File: src/rtl/mood_frame_streamer_pkg.sv
// Shared colour constants, mode encodings, FSM states and the mood palette.
package ili_pixel_pkg;

    localparam int unsigned RGB_W = 16;

    localparam logic [RGB_W-1:0] C_YELLOW = 16'hFFE0;
    localparam logic [RGB_W-1:0] C_CYAN   = 16'h07FF;
    localparam logic [RGB_W-1:0] C_RED    = 16'hF800;
    localparam logic [RGB_W-1:0] C_PURPLE = 16'h780F;
    localparam logic [RGB_W-1:0] C_BLUE   = 16'h001F;
    localparam logic [RGB_W-1:0] C_BLACK  = 16'h0000;
    localparam logic [RGB_W-1:0] C_WHITE  = 16'hFFFF;

    localparam logic [1:0] MODE_SOLID   = 2'd0;
    localparam logic [1:0] MODE_BORDER  = 2'd1;
    localparam logic [1:0] MODE_CHECKER = 2'd2;
    localparam logic [1:0] MODE_RSVD    = 2'd3;

    // Index that always selects the fallback palette entry.
    localparam int unsigned MOOD_INVALID = 255;

    typedef struct packed {
        logic [RGB_W-1:0] fg;
        logic [RGB_W-1:0] bg;
    } palette_t;

    typedef enum logic [1:0] {
        ST_IDLE   = 2'd0,
        ST_LATCH  = 2'd1,
        ST_STREAM = 2'd2,
        ST_DONE   = 2'd3
    } state_e;

    // Foreground/background pair for a mood; unknown moods fall back to blue on black.
    function automatic palette_t mood_palette(input int unsigned idx);
        palette_t p;
        case (idx)
            32'd0:   p = '{fg: C_YELLOW, bg: C_BLACK};
            32'd1:   p = '{fg: C_CYAN,   bg: C_BLACK};
            32'd2:   p = '{fg: C_RED,    bg: C_WHITE};
            32'd3:   p = '{fg: C_PURPLE, bg: C_BLACK};
            32'd4:   p = '{fg: C_BLACK,  bg: C_WHITE};
            default: p = '{fg: C_BLUE,   bg: C_BLACK};
        endcase
        return p;
    endfunction

endpackage

File: src/rtl/mood_frame_streamer_if.sv
// Pixel handshake bus between the frame source and the display controller.
interface mood_frame_streamer_if #(
    parameter int unsigned PIXEL_SIZE = 16
) ();

    logic                  pixel_valid;
    logic                  pixel_ready;
    logic [PIXEL_SIZE-1:0] pixel_data;
    logic                  pixel_first;
    logic                  pixel_last;

    modport master (
        output pixel_valid,
        output pixel_data,
        output pixel_first,
        output pixel_last,
        input  pixel_ready
    );

    modport slave (
        input  pixel_valid,
        input  pixel_data,
        input  pixel_first,
        input  pixel_last,
        output pixel_ready
    );

endinterface

File: src/rtl/mood_frame_streamer_pattern_gen.sv
// Combinational pattern selector: picks fg or bg for a pixel coordinate.
module pattern_gen
    import ili_pixel_pkg::*;
#(
    parameter int unsigned H_RES      = 320,
    parameter int unsigned V_RES      = 240,
    parameter int unsigned PIXEL_SIZE = 16,
    parameter int unsigned BORDER_W   = 4,
    parameter int unsigned CHK_LOG2   = 3,
    localparam int unsigned XW        = (H_RES > 1) ? $clog2(H_RES) : 1,
    localparam int unsigned YW        = (V_RES > 1) ? $clog2(V_RES) : 1
) (
    input  logic [XW-1:0]         x_i,
    input  logic [YW-1:0]         y_i,
    input  logic [1:0]            mode_i,
    input  logic [PIXEL_SIZE-1:0] fg_i,
    input  logic [PIXEL_SIZE-1:0] bg_i,
    output logic [PIXEL_SIZE-1:0] pixel_o
);

    localparam logic [XW-1:0] X_LO = XW'(BORDER_W);
    localparam logic [XW-1:0] X_HI = XW'(H_RES - BORDER_W);
    localparam logic [YW-1:0] Y_LO = YW'(BORDER_W);
    localparam logic [YW-1:0] Y_HI = YW'(V_RES - BORDER_W);

    logic [XW-1:0] x_sh;
    logic [YW-1:0] y_sh;
    logic          on_border;
    logic          on_checker;

    // Checker square index bit is the coordinate bit at CHK_LOG2.
    assign x_sh       = x_i >> CHK_LOG2;
    assign y_sh       = y_i >> CHK_LOG2;
    assign on_checker = x_sh[0] ^ y_sh[0];
    assign on_border  = (x_i < X_LO) || (x_i >= X_HI) || (y_i < Y_LO) || (y_i >= Y_HI);

    // Reserved mode renders like SOLID.
    always_comb begin
        pixel_o = fg_i;
        case (mode_i)
            MODE_BORDER:  pixel_o = on_border  ? fg_i : bg_i;
            MODE_CHECKER: pixel_o = on_checker ? fg_i : bg_i;
            default:      pixel_o = fg_i;
        endcase
    end

endmodule

File: src/rtl/mood_frame_streamer.sv
// Frame source for the ILI9341 controller: one pixel per handshake, mood/mode
// latched at frame start, first/last flags and a frame_done pulse.
module mood_frame_streamer
    import ili_pixel_pkg::*;
#(
    parameter int unsigned H_RES      = 320,
    parameter int unsigned V_RES      = 240,
    parameter int unsigned PIXEL_SIZE = 16,
    parameter int unsigned N_MOODS    = 5,
    parameter int unsigned BORDER_W   = 4,
    parameter int unsigned CHK_LOG2   = 3
) (
    input  logic                       clk_input_data,
    input  logic                       rst,
    input  logic                       enable,
    input  logic [$clog2(N_MOODS)-1:0] mood_sel,
    input  logic [1:0]                 mode,
    mood_frame_streamer_if.master      pix,
    output logic                       frame_done,
    output logic [$clog2(N_MOODS)-1:0] active_mood
);

    localparam int unsigned MW = $clog2(N_MOODS);
    localparam int unsigned XW = (H_RES > 1) ? $clog2(H_RES) : 1;
    localparam int unsigned YW = (V_RES > 1) ? $clog2(V_RES) : 1;
    localparam logic [XW-1:0] X_MAX = XW'(H_RES - 1);
    localparam logic [YW-1:0] Y_MAX = YW'(V_RES - 1);

    state_e                state_q;
    logic [XW-1:0]         x_q, x_d;
    logic [YW-1:0]         y_q, y_d;
    logic [MW-1:0]         mood_q, mood_d;
    logic [1:0]            mode_q, mode_d;
    logic                  valid_q, first_q, last_q, done_q;
    logic [PIXEL_SIZE-1:0] data_q;

    logic                  hs_c;
    logic                  last_beat_c;
    logic                  first_c;
    logic                  last_c;
    palette_t              pal_c;
    logic [PIXEL_SIZE-1:0] fg_c, bg_c, pix_c;

    assign hs_c        = valid_q & pix.pixel_ready;
    assign last_beat_c = (x_q == X_MAX) && (y_q == Y_MAX);

    // Coordinate and frame settings that the next registered pixel will use.
    always_comb begin
        x_d    = x_q;
        y_d    = y_q;
        mood_d = mood_q;
        mode_d = mode_q;
        case (state_q)
            ST_LATCH: begin
                x_d    = '0;
                y_d    = '0;
                mood_d = mood_sel;
                mode_d = mode;
            end
            ST_STREAM: begin
                if (hs_c) begin
                    if (x_q == X_MAX) begin
                        x_d = '0;
                        y_d = (y_q == Y_MAX) ? '0 : y_q + YW'(1);
                    end else begin
                        x_d = x_q + XW'(1);
                    end
                end
            end
            default: ;
        endcase
    end

    // Palette lookup for the upcoming pixel, out-of-range moods use the fallback entry.
    always_comb begin
        pal_c   = (32'(mood_d) < N_MOODS) ? mood_palette(32'(mood_d)) : mood_palette(MOOD_INVALID);
        fg_c    = PIXEL_SIZE'(pal_c.fg);
        bg_c    = PIXEL_SIZE'(pal_c.bg);
        first_c = (x_d == '0) && (y_d == '0);
        last_c  = (x_d == X_MAX) && (y_d == Y_MAX);
    end

    pattern_gen #(
        .H_RES      (H_RES),
        .V_RES      (V_RES),
        .PIXEL_SIZE (PIXEL_SIZE),
        .BORDER_W   (BORDER_W),
        .CHK_LOG2   (CHK_LOG2)
    ) u_pattern_gen (
        .x_i     (x_d),
        .y_i     (y_d),
        .mode_i  (mode_d),
        .fg_i    (fg_c),
        .bg_i    (bg_c),
        .pixel_o (pix_c)
    );

    // Frame FSM with registered pixel outputs; frames run to completion once latched.
    always_ff @(posedge clk_input_data) begin
        if (!rst) begin
            state_q <= ST_IDLE;
            x_q     <= '0;
            y_q     <= '0;
            mood_q  <= '0;
            mode_q  <= MODE_SOLID;
            valid_q <= 1'b0;
            data_q  <= '0;
            first_q <= 1'b0;
            last_q  <= 1'b0;
            done_q  <= 1'b0;
        end else begin
            done_q <= 1'b0;
            x_q    <= x_d;
            y_q    <= y_d;
            mood_q <= mood_d;
            mode_q <= mode_d;
            case (state_q)
                ST_IDLE: begin
                    valid_q <= 1'b0;
                    if (enable) begin
                        state_q <= ST_LATCH;
                    end
                end
                ST_LATCH: begin
                    state_q <= ST_STREAM;
                    valid_q <= 1'b1;
                    data_q  <= pix_c;
                    first_q <= first_c;
                    last_q  <= last_c;
                end
                ST_STREAM: begin
                    if (hs_c) begin
                        if (last_beat_c) begin
                            state_q <= ST_DONE;
                            valid_q <= 1'b0;
                            done_q  <= 1'b1;
                            data_q  <= '0;
                            first_q <= 1'b0;
                            last_q  <= 1'b0;
                        end else begin
                            data_q  <= pix_c;
                            first_q <= first_c;
                            last_q  <= last_c;
                        end
                    end
                end
                ST_DONE: begin
                    state_q <= enable ? ST_LATCH : ST_IDLE;
                end
                default: state_q <= ST_IDLE;
            endcase
        end
    end

    assign pix.pixel_valid = valid_q;
    assign pix.pixel_data  = data_q;
    assign pix.pixel_first = first_q;
    assign pix.pixel_last  = last_q;
    assign frame_done      = done_q;
    assign active_mood     = mood_q;

endmodule

File: src/flat_wrapper.sv
// flat-port wrapper written by rule: the top's interface ports become plain ports
module mood_frame_streamer_flat import ili_pixel_pkg::*;
#(
    parameter int unsigned H_RES      = 320,
    parameter int unsigned V_RES      = 240,
    parameter int unsigned PIXEL_SIZE = 16,
    parameter int unsigned N_MOODS    = 5,
    parameter int unsigned BORDER_W   = 4,
    parameter int unsigned CHK_LOG2   = 3
)
  (clk_input_data, rst, enable, mood_sel, mode, frame_done, active_mood, pix_pixel_valid, pix_pixel_data, pix_pixel_first, pix_pixel_last, pix_pixel_ready);
  mood_frame_streamer_if #(.PIXEL_SIZE(PIXEL_SIZE)) pix_i ();
  input  logic clk_input_data;
  input  logic rst;
  input  logic enable;
  input  logic [$clog2(N_MOODS)-1:0] mood_sel;
  input  logic [1:0] mode;
  output logic frame_done;
  output logic [$clog2(N_MOODS)-1:0] active_mood;
  output wire logic [$bits(pix_i.pixel_valid)-1:0] pix_pixel_valid;
  output wire logic [$bits(pix_i.pixel_data)-1:0] pix_pixel_data;
  output wire logic [$bits(pix_i.pixel_first)-1:0] pix_pixel_first;
  output wire logic [$bits(pix_i.pixel_last)-1:0] pix_pixel_last;
  input wire logic [$bits(pix_i.pixel_ready)-1:0] pix_pixel_ready;
  assign pix_pixel_valid = pix_i.pixel_valid;
  assign pix_pixel_data = pix_i.pixel_data;
  assign pix_pixel_first = pix_i.pixel_first;
  assign pix_pixel_last = pix_i.pixel_last;
  assign pix_i.pixel_ready = pix_pixel_ready;
  mood_frame_streamer #(.H_RES(H_RES), .V_RES(V_RES), .PIXEL_SIZE(PIXEL_SIZE), .N_MOODS(N_MOODS), .BORDER_W(BORDER_W), .CHK_LOG2(CHK_LOG2)) u_core (.clk_input_data(clk_input_data), .rst(rst), .enable(enable), .mood_sel(mood_sel), .mode(mode), .pix(pix_i), .frame_done(frame_done), .active_mood(active_mood));
endmodule
File: config.mk
export PLATFORM = sky130hd
export DESIGN_NAME = mood_frame_streamer_flat
export DESIGN_NICKNAME = d
export VERILOG_FILES = /design/src/rtl/mood_frame_streamer_pkg.sv /design/src/rtl/mood_frame_streamer_if.sv /design/src/rtl/mood_frame_streamer_pattern_gen.sv /design/src/rtl/mood_frame_streamer.sv /design/src/flat_wrapper.sv
export SDC_FILE = /design/constraint.sdc
export NUM_CORES = 1
export LEC_CHECK = 0
export ABC_AREA = 1
export BUFFER_PORTS_ARGS = -buffer_cell sky130_fd_sc_hd__buf_2
export CAP_MARGIN = 20
export CORE_ASPECT_RATIO = 1.25
export CORE_UTILIZATION = 25
export CTS_CLUSTER_SIZE = 25
export DETAILED_ROUTE_END_ITERATION = 10
export GPL_ROUTABILITY_DRIVEN = 0
export PLACE_DENSITY = 0.4
export SLEW_MARGIN = 20
export SYNTH_ARGS = -nofsm -noshare
export SYNTH_HDL_FRONTEND = slang
export SYNTH_SLANG_ARGS = --single-unit
File: constraint.sdc
create_clock -name clk_input_data -period 3.19 [get_ports clk_input_data]
set_input_delay 0.638 -clock clk_input_data [delete_from_list [all_inputs] [get_ports clk_input_data]]
set_output_delay 0.638 -clock clk_input_data [all_outputs]
set_load 0.05 [all_outputs]
==> impl_metrics.tcl <==
set metrics [dict create \
    drtPass1Iterations 4 \
    antenna_found_initial 0 \
    cp-end-kind "flip-flop" \
    criticalPathCategory "reg -> reg" \
    worst_slack_ns 0.560 \
    rsz0062_at_grt "false" \
    power.leakage_nw 1.41 \
    p_per_area_nw_per_um2 726 \
    diodes 0 \
    worstReg2RegEnd "u_core.pix.pixel_data[3]" \
    synth-seq-cells 33 \
    num-nets-final 428 \
    final_common_cell "nand2_1" \
    cts_buffers 5 \
    drc 0 \
    via_count 2391 \
    ctsHtreeMaxLevel 2 \
    ir_drop_mv 0.370 \
    nFillCells 1062 \
    holdPathStages 2 \
    setup-tns-final_ns 0 \
    reg2reg_from "u_core.state_q[0]" \
    die_w_um 91.2 \
    synthFlopType "dfxtp_1" \
    synth_edf_count 0 \
    rows 40 \
    worstSetupStartpoint "u_core.state_q[0]" \
    cts_tree "built" \
    synth-seq-area-share_pct 26.6 \
    r2r_cells 14 \
    slowest_delay_ns 0.45 \
    core_um2 9660 \
    cts-root-buf "clkbuf_16" \
    drive_gt1_share_pct 22.4 \
    clock_latency_ns 0.28 \
    maxCapViolations 0 \
    grt_max_degree 33 \
    crit_buf_inv 2 \
    crit_path_top_delay_cell "ha_1" \
    finalWirelength_mm 6.85 \
    post-route-period-util_pct 82.5 \
    cts.path.max_buffers 2 \
    hold_viol_final 0 \
    grtUsageTotal_pct 14.3 \
    portBuffers 31 \
    hpwlAfterDp_mm 5.39 \
    worst_pin_slew_ns 0.629 \
    ys.warnings.count 0 \
    crit_chain "inv_1 > ha_1 > inv_2 > nor2_4 > a21oi_2 > nand3_2 > nand3_2 > nor2_4 > nor2_8 > nand4_2 > nand3_1 > nand2_1 > nand2_1 > a21oi_2" \
    yosys.area.top_type "dfxtp_1" \
    vias_per_cell 4.45 \
    area_growth_pct 15.7 \
    crit_end "u_core.pix.pixel_data[3]" \
    cts.sinks 33 \
    overflow 0 \
    cp_num_cells 14 \
    start_util_pct 25.7 \
    synth_area_leaders "dfxtp_1 (27%), nand2_1 (14%), inv_1 (7.9%), nor2_1 (6.9%), nand3_1 (6.2%)" \
    synth_cell_types 32 \
    first_global_vias 2365 \
    dpl_worst_slack_ns 0.512 \
    die_area_um2 10400 \
    synth_top_area_share_pct 26.6 \
    worstPathMaxFanout 8 \
    postRouteAntennaNets 0 \
    hp-class "reg -> reg" \
    netlist_instances 382 \
    synthesis.nets 400 \
    maxClockFrequency_mhz 380 \
    final_cell_mix "nand2_1 (93), inv_1 (52), nor2_1 (46), dfxtp_1 (33)" \
    synth_area_um2 2490 \
    status "finished, final reports clean" \
    postSynthAreaPerCell_um2 6.51 \
    finalSetupViolations 0 \
    period_needed_ns 2.63 \
    reg2reg_slack_ns 0.56 \
    io_pins 32 \
    grt_pass1_wl_mm 11.4 \
    cpLargestDelayFamily "simple AND/OR/NAND/NOR gates" \
    slew_headroom_pct 57.9 \
    cts_hold_buf 0 \
    finalClockSkew_ns 0.00260 \
    wl_per_cell_um 12.8 \
    cts_setup_buffers 0 \
    worst_ep_arrival_time_ns 2.79 \
    drt-initial-drc-count 86 \
    slew_violations 0 \
    start_kind "flip-flop" \
    cp_data_required_time_ns 3.34 \
    die_h_um 113 \
    cts_resized 0 \
    async_reset_ff_share_pct 0 \
    path_clk_slew_ns 0.06 \
]
[cell families after synthesis]
kind of cell / share of synthesized area, %
muxes: 0.956
buffers and inverters: 13.1
DFF: 26.6
and+or+nand+nor: 45.0
AOI/OAI and AO/OA: 9.76
adders and majority gates: 4.53
[worst reg2reg max path, delay by kind of cell (launching register included)]
family,cells,cell delay (ns)
adders and majority gates,1,0.45
buffers and inverters,2,0.30
AOI/OAI and AO/OA,2,0.34
DFF,1,0.42
and+or+nand+nor,9,0.97
[worst min-delay path by stage]
stage | startpoint | to
after floorplan | u_core.x_q[1] | u_core.x_q[1]
after global placement | u_core.pix.pixel_first | u_core.pix.pixel_first
after detailed placement | u_core.pix.pixel_first | u_core.pix.pixel_first
after CTS | u_core.pix.pixel_first | u_core.pix.pixel_first
after global routing | u_core.pix.pixel_first | u_core.pix.pixel_first
final | u_core.pix.pixel_last | u_core.pix.pixel_last
[layout make-up]
type	count	area (um2)	area share, %
clock buffer	6	129	4.48
clock inverter	2	10.0	0.348
inverter	60	228	7.92
multi-input combinational	274	1500	52.1
sequential	33	661	23.0
tap	126	158	5.48
timing repair buffer	36	193	6.70
[through the flow]
stage / hold slack, ns / cells / total power [W] / area, um2 / util, %
3_5_place_dp: 0.459 / 529 / 0.00164 / 2740 / 28.3
2_1_floorplan: 0.463 / 382 / 0.00138 / 2490 / -
6_report: 0.465 / 537 / 0.00209 / 2880 / 29.8
4_1_cts: 0.469 / 537 / 0.00213 / 2880 / 29.8
5_1_grt: 0.483 / 537 / 0.00226 / 2880 / 29.8
3_3_place_gp: 0.460 / 529 / 0.00165 / 2740 / 28.3
[flip-flops by register name, summed over array words and instances (netlist names), 2 cells and up]
signal,cells
u_core.active_mood,3
u_core.state_q,2
u_core.x_q,9
u_core.pix.pixel_data,5
u_core.y_q,8
u_core.mode_q,2
[Yosys cell counts, drive strengths merged (2+ instances only)]
| cell | instances |
|---|---|
| a21oi | 22 |
| nand3 | 40 |
| clkbuf | 3 |
| o21ai | 16 |
| inv | 60 |
| nor2 | 58 |
| dfxtp | 33 |
| mux2i | 2 |
| nor3 | 5 |
| nand4 | 10 |
| buf | 12 |
| nand2 | 105 |
| o21bai | 3 |
| ha | 9 |
[power breakdown]
part           internal [W]  total, W  switching, W
Combinational      0.000326   0.00111      0.000787
Sequential         0.000461  0.000499     0.0000371
Clock              0.000287  0.000476      0.000189
[routing by layer]
metal  up-vias  global-route usage, %  share of wire, %
met5         -                      0                 0
met4         0                   6.03               2.8
met3        15                   2.07               3.0
met2        41                   27.7                52
met1      1079                   15.3                42
li1       1256                      -                 -
(Power assumes the default switching activity.)
